File: src/rtl/mips_seq_pkg.sv
// Shared types and constants for the MIPS fetch/commit sequencer.
// Holds the state encoding, the default halt encoding and instruction field widths.
package mips_seq_pkg;

   typedef enum logic [1:0] {IDLE, FETCH, EXEC, HALT} seqState_t;

   localparam logic [31:0] HALT_WORD_DEF = 32'hFFFF_FFFF;
   localparam logic [31:0] PC_STEP       = 32'd4;
   localparam int          JUMP_IDX_W    = 26;
   localparam int          BR_IMM_W      = 16;
   localparam int          PC_SEG_W      = 4;

endpackage

File: src/rtl/next_pc_calc.sv
// Combinational next-PC selection: jump, taken branch, or sequential pc+4.
// Jump wins over branch; all arithmetic wraps modulo 2^32.
module next_pc_calc
   import mips_seq_pkg::*;
(
   input  logic [31:0] pc,
   input  logic [31:0] instruction,
   input  logic        jumpEnable,
   input  logic        branchEnable,
   input  logic        isZero,
   output logic [31:0] nextPc
);

   logic [31:0] pcPlus4;
   logic [31:0] brOffset;
   logic [31:0] jumpTarget;

   assign pcPlus4    = pc + PC_STEP;
   assign brOffset   = {{(32-BR_IMM_W-2){instruction[BR_IMM_W-1]}}, instruction[BR_IMM_W-1:0], 2'b00};
   // Jump keeps the 256MB segment of the sequential PC.
   assign jumpTarget = {pcPlus4[31 -: PC_SEG_W], instruction[JUMP_IDX_W-1:0], 2'b00};

   always_comb begin
      nextPc = pcPlus4;
      if (jumpEnable)
         nextPc = jumpTarget;
      else if (branchEnable && isZero)
         nextPc = pcPlus4 + brOffset;
   end

endmodule

File: src/rtl/pc_sequencer.sv
// Fetch/commit sequencer: owns the PC, handshakes instruction fetch, strobes commit.
// Optional retired-instruction counter enabled by PC_SEQ_RETIRE_COUNT_EN.
module pc_sequencer
   import mips_seq_pkg::*;
#(
   parameter logic [31:0] RESET_VECTOR = 32'h0000_0000,
   parameter logic [31:0] HALT_WORD    = HALT_WORD_DEF
)
(
   input  logic        clk,
   input  logic        resetN,
   input  logic        start,
   output logic        fetchReq,
   output logic [31:0] fetchAddr,
   input  logic        fetchValid,
   input  logic [31:0] fetchData,
   output logic [31:0] currentInstruction,
   input  logic        jumpEnable,
   input  logic        branchEnable,
   input  logic        isZero,
   input  logic        stall,
   output logic        commit,
   output logic [31:0] pc,
   output logic        halted,
   output logic [31:0] retiredCount
);

   seqState_t   state, stateNext;
   logic        loadVector;
   logic        capture;
   logic [31:0] nextPc;

   next_pc_calc uNextPc (
      .pc          (pc),
      .instruction (currentInstruction),
      .jumpEnable  (jumpEnable),
      .branchEnable(branchEnable),
      .isZero      (isZero),
      .nextPc      (nextPc)
   );

   always_comb begin
      stateNext  = state;
      fetchReq   = 1'b0;
      commit     = 1'b0;
      halted     = 1'b0;
      loadVector = 1'b0;
      capture    = 1'b0;
      case (state)
         IDLE: if (start) begin
            loadVector = 1'b1;
            stateNext  = FETCH;
         end
         FETCH: begin
            fetchReq = 1'b1;
            if (fetchValid) begin
               capture   = 1'b1;
               stateNext = EXEC;
            end
         end
         EXEC: begin
            // Halt encoding never commits and leaves pc on the halt word.
            if (currentInstruction == HALT_WORD)
               stateNext = HALT;
            else if (!stall) begin
               commit    = 1'b1;
               stateNext = FETCH;
            end
         end
         HALT: begin
            halted = 1'b1;
            if (start) begin
               loadVector = 1'b1;
               stateNext  = FETCH;
            end
         end
         default: stateNext = IDLE;
      endcase
   end

   always_ff @(posedge clk or negedge resetN) begin
      if (!resetN) begin
         state              <= IDLE;
         pc                 <= RESET_VECTOR;
         currentInstruction <= '0;
      end else begin
         state <= stateNext;
         if (loadVector)
            pc <= RESET_VECTOR;
         else if (commit)
            pc <= nextPc;
         if (capture)
            currentInstruction <= fetchData;
      end
   end

   assign fetchAddr = pc;

`ifdef PC_SEQ_RETIRE_COUNT_EN
   logic [31:0] retireCnt;

   always_ff @(posedge clk or negedge resetN) begin
      if (!resetN)
         retireCnt <= '0;
      else if (loadVector)
         retireCnt <= '0;
      else if (commit && (retireCnt != 32'hFFFF_FFFF))
         retireCnt <= retireCnt + 32'd1;
   end

   assign retiredCount = retireCnt;
`else
   assign retiredCount = '0;
`endif

endmodule
File: config.mk
export PLATFORM = sky130hd
export DESIGN_NAME = pc_sequencer
export DESIGN_NICKNAME = d
export VERILOG_FILES = /design/src/rtl/mips_seq_pkg.sv /design/src/rtl/next_pc_calc.sv /design/src/rtl/pc_sequencer.sv
export SDC_FILE = /design/constraint.sdc
export NUM_CORES = 1
export LEC_CHECK = 0
export CAP_MARGIN = 15
export CORE_UTILIZATION = 53
export DETAILED_ROUTE_END_ITERATION = 8
export HOLD_SLACK_MARGIN = 0.12
export PLACE_DENSITY_LB_ADDON = 0.3
export SLEW_MARGIN = 0
export SYNTH_ARGS = -nofsm -noshare
export SYNTH_HDL_FRONTEND = slang
export SYNTH_SLANG_ARGS = --single-unit
File: constraint.sdc
create_clock -name clk -period 9.67 [get_ports clk]
set_input_delay 2.4175 -clock clk [delete_from_list [all_inputs] [get_ports clk]]
set_output_delay 2.4175 -clock clk [all_outputs]
set_load 0.05 [all_outputs]
# After elaboration in Yosys (flattened, before gate mapping)
# Index checks and enable logic that the tools add are counted.
# totals
register_bits	66
output_inout_bits	131
in_bits	40
# classes
mux	18
eq_ne	7
add_sub_neg	2
reduce_logical	5
# op_table
op	n
two-way mux 32 bit	4
adder 32 x 3 -> 32 bit, second input constant	1
adder 32 bit	1
== test 32 bit, second input constant	1
two-way mux 1 bit	9
two-way mux 2 bit	4
case mux 2 bit (3 select lines)	1
== test 2 bit, second input constant	2
inequality test 3 bit, second input constant	1
AND reduction 3 bit	1
== test 2 x 1 -> 1 bit, second input constant	1
logical NOT 2 bit	1
inequality test 2 x 1 -> 1 bit, second input constant	1
inequality test 2 bit, second input constant	1
nonzero test 2 bit	1
OR reduction 2 bit	1
logical AND 1 bit	1

# Longest topological paths before layout
# depth
word_depth	6
ltp_mapped	16
depth_no_buf	16

# Cells and area by module
# From an unflattened synthesis, not the netlist that was laid out.
# hier_totals
hier_cells	740
hier_area_um2	6222.2
# by_module_without_submodules
module	area_each_um2	instances	cells_each
pc_sequencer	3420.8	1	312
next_pc_calc	2801.4	1	428

# Worst setup path before layout
# Ideal clock, no wire load.
# synth_path
path_type	input port to output port
startpoint	input port stall
endpoint	output port commit
cell_stages	3
path_slack_ns	3.867
path_buffers	1
required_time_ns	7.253
arrival_ns	3.385
path_cell_list	nand2b_1 > inv_1 > buf_1
# synth_via
elab_chain_cells	3
# synth_lines
element	line	source
start: declaration	pc_sequencer.sv:21	input logic stall,
two-way mux 1 bit	pc_sequencer.sv:65	else if (!stall) begin
two-way mux 1 bit	pc_sequencer.sv:63	if (currentInstruction == HALT_WORD)
two-way mux 1 bit	pc_sequencer.sv:49	case (state)
end: declaration	pc_sequencer.sv:22	output logic commit,
# Every way passes these cells.

# Worst setup path in the final report
# Ends and elaborated chain as after synthesis.

==> results.py <==
metrics = {
    "synthesis": {
        "synth_area_leaders": "dfrtp_1, buf_4, ha_1",
        "ys_ff_latch": 64,
        "yosysTopAreaCellShare": 0.275,
        "avgSynthCellArea_um2": 8.65,
        "post-synth-top-area-cell": "dfrtp_1",
        "ys_warn_count": 0,
        "ys_types": 76,
        "synth_area_um2": 5830,
        "synthCells": 674,
        "synth_flop_cell": "dfrtp_1",
        "yosysSeqAreaShare": 0.275,
        "synth_edf_count": 0,
        "async_flop_share": 1.00,
    },
    "floorplanning": {
        "io-pin-count": 171,
        "core_um2": 10500,
        "fp.dieW_um": 107,
        "die_area_um2": 11400,
        "start_util": 0.555,
        "die_height_um": 107,
        "rows": 37,
    },
    "timing": {
        "slew_headroom": 0.437,
        "setup_ws_ns": 2.55,
        "setup-tns-final_ns": 0,
        "whs_ns": 0.542,
        "worst_slew_pin_slew_ns": 0.824,
        "fin_worst_skew_ns": 0.00981,
        "setup_violations": 0,
        "fin_crit_sh": 0.736,
        "rsz0062_at_grt": "false",
        "final_max_slew_viol_count": 0,
        "fmax_ghz": 0.141,
        "fin_crit_ns": 7.12,
        "hold_viol_final": 0,
    },
    "routing": {
        "via_per_inst": 6.14,
        "finalWirelength_um": 16700,
        "drc": 0,
        "wl_per_cell_um": 18.5,
        "ant_nets": 0,
        "vias": 5559,
        "drt-pass1-iter-count": 8,
        "drtIter0Drc": 459,
    },
    "global_routing": {
        "antenna_found_initial": 0,
        "grt_usage": 0.302,
        "first_global_vias": 5390,
        "grt_max_degree": 65,
        "grt_pass1_wl_um": 27100,
        "overflow": 0,
    },
    "clock_tree": {
        "cts_tree": "built",
        "path_clk_slew_ns": 0.06,
        "cts_setup_buffers": 0,
        "cts_root_buffer": "clkbuf_8",
        "cts_sinks": 64,
        "clk_latency_ns": 0.35,
        "cts_resized": 0,
        "htreeDepth": 3,
        "hold_buffers": 0,
        "clock_path_buffers": 2,
        "numCtsBuffers": 9,
    },
    "cells_and_area": {
        "most-common-layout-cells": "clkdlybuf4s50_1, nand2_1, dfrtp_1",
        "finalNetCount": 845,
        "fillerInstances": 842,
        "n_antenna_cell": 0,
        "regArea_um2": 1600,
        "syn_to_final_growth_pct": 22.0,
        "final_common_cell": "clkdlybuf4s50_1",
        "drive_gt1_frac": 0.0961,
        "multi_input_comb_area_um2": 3680,
    },
    "critical_path": {
        "end_kind": "primary output",
        "r2r_setup_slack_ns": 5.25,
        "crit_type": "in2out",
        "rr_endpoint": "fetchAddr[31]",
        "startpoint_type": "input port",
        "cp_data_arrival_time_ns": 4.70,
        "worstRegToRegCells": 15,
        "cp.required_ns": 7.25,
        "crit_path_max_fanout": 41,
        "reg2reg_from": "fetchAddr[4]",
    },
    "place": {
        "dp_hpwl_um": 12300,
        "post-place-ws_ns": 2.62,
        "numPortBuffers": 134,
        "globalplace.congestion": 0.971,
    },
    "job": {
        "drv_cap": 0,
    },
    "worst_hold_path": {
        "hp-class": "reg2reg",
        "hold_path_end": "currentInstruction[29]",
        "hold_start": "currentInstruction[29]",
        "min_path_cells": 1,
    },
    "outcome": {
        "status": "complete, no violations",
    },
}
==> worst max-delay path, stage by stage <==
cell             delay (ns)
clkdlybuf4s50_1        0.42
nand2b_1               0.15
buf_4                  0.28
inv_1                  0.50
clkdlybuf4s50_1        0.91
==> metal layers <==
layer / share of wire / track usage
met1: 0.40 / 0.392
met2: 0.48 / 0.495
met3: 0.096 / 0.0565
met4: 0.028 / 0.124
met5: 0 / 0
==> through the flow <==
stage | utilization | area, um^2 | instances
6_report | 0.677 | 7120 | 906
5_1_grt | 0.677 | 7120 | 906
3_5_place_dp | 0.657 | 6900 | 890
4_1_cts | 0.677 | 7120 | 906
3_3_place_gp | 0.657 | 6900 | 890
2_1_floorplan | - | 5960 | 709
==> logic make-up (layout without fill, tap and decap cells) <==
| family | Yosys count | in the layout | synth area share |
|---|---|---|---|
| multiplexers | 39 | 39 | 0.0738 |
| AO/OA/AOI/OAI | 174 | 174 | 0.204 |
| adder cells (fa/ha/maj) | 40 | 40 | 0.0871 |
| other | 1 | 36 | 0.000643 |
| XOR/XNOR | 45 | 45 | 0.0689 |
| buffers and inverters | 115 | 176 | 0.117 |
| flip-flops | 64 | 64 | 0.275 |
| AND/OR/NAND/NOR | 196 | 196 | 0.174 |
==> cells in the mapped netlist (4+ instances only) <==
library cell  instances
xor2_1               13
nand2_1              67
a211oi_1             11
dfrtp_1              64
nand3_1              22
nor2_1               33
o311ai_0              4
inv_1                19
mux2_2               32
o21bai_1              4
and3_1                9
nand4_1              15
nand3_2               4
a21o_1               11
a21oi_1              41
and2_1                6
clkbuf_1             19
nor2b_1               6
ha_1                 39
nor3_1                7
a31oi_1               6
buf_4                66
buf_1                 6
o211ai_1             14
o22ai_1               4
nor4_1                4
o21ai_1              16
o21ai_0              20
mux2i_1               7
nand2b_1              5
xnor2_1              31
o21a_1                6
==> final cells by class <==
| cell class | instances | area share |
|---|---|---|
| well taps | 136 | 0.0239 |
| clock buffers | 13 | 0.0209 |
| clock inverters | 3 | 0.00914 |
| flip-flops and latches | 64 | 0.225 |
| multi-input cells | 530 | 0.517 |
| repair buffers | 139 | 0.193 |
| inverters | 21 | 0.0111 |
==> state kept, by name, summed over array words and instances, names as in the netlist <==
register and cells:
currentInstruction 32, fetchAddr 30, state 2
==> worst max-delay path by stage <==
stage | from | endpoint | slack (ns) | cells past startpoint
final | stall | commit | 2.55 | 5
after global routing | stall | commit | 2.51 | 5
after CTS | stall | commit | 2.61 | 5
after detailed placement | stall | commit | 2.62 | 5
after global placement | stall | commit | 2.61 | 5
after floorplan | stall | commit | 3.87 | 3
Power is not shown: default switching activity piles up to over one toggle a cycle in this logic, so the estimate is an artifact.
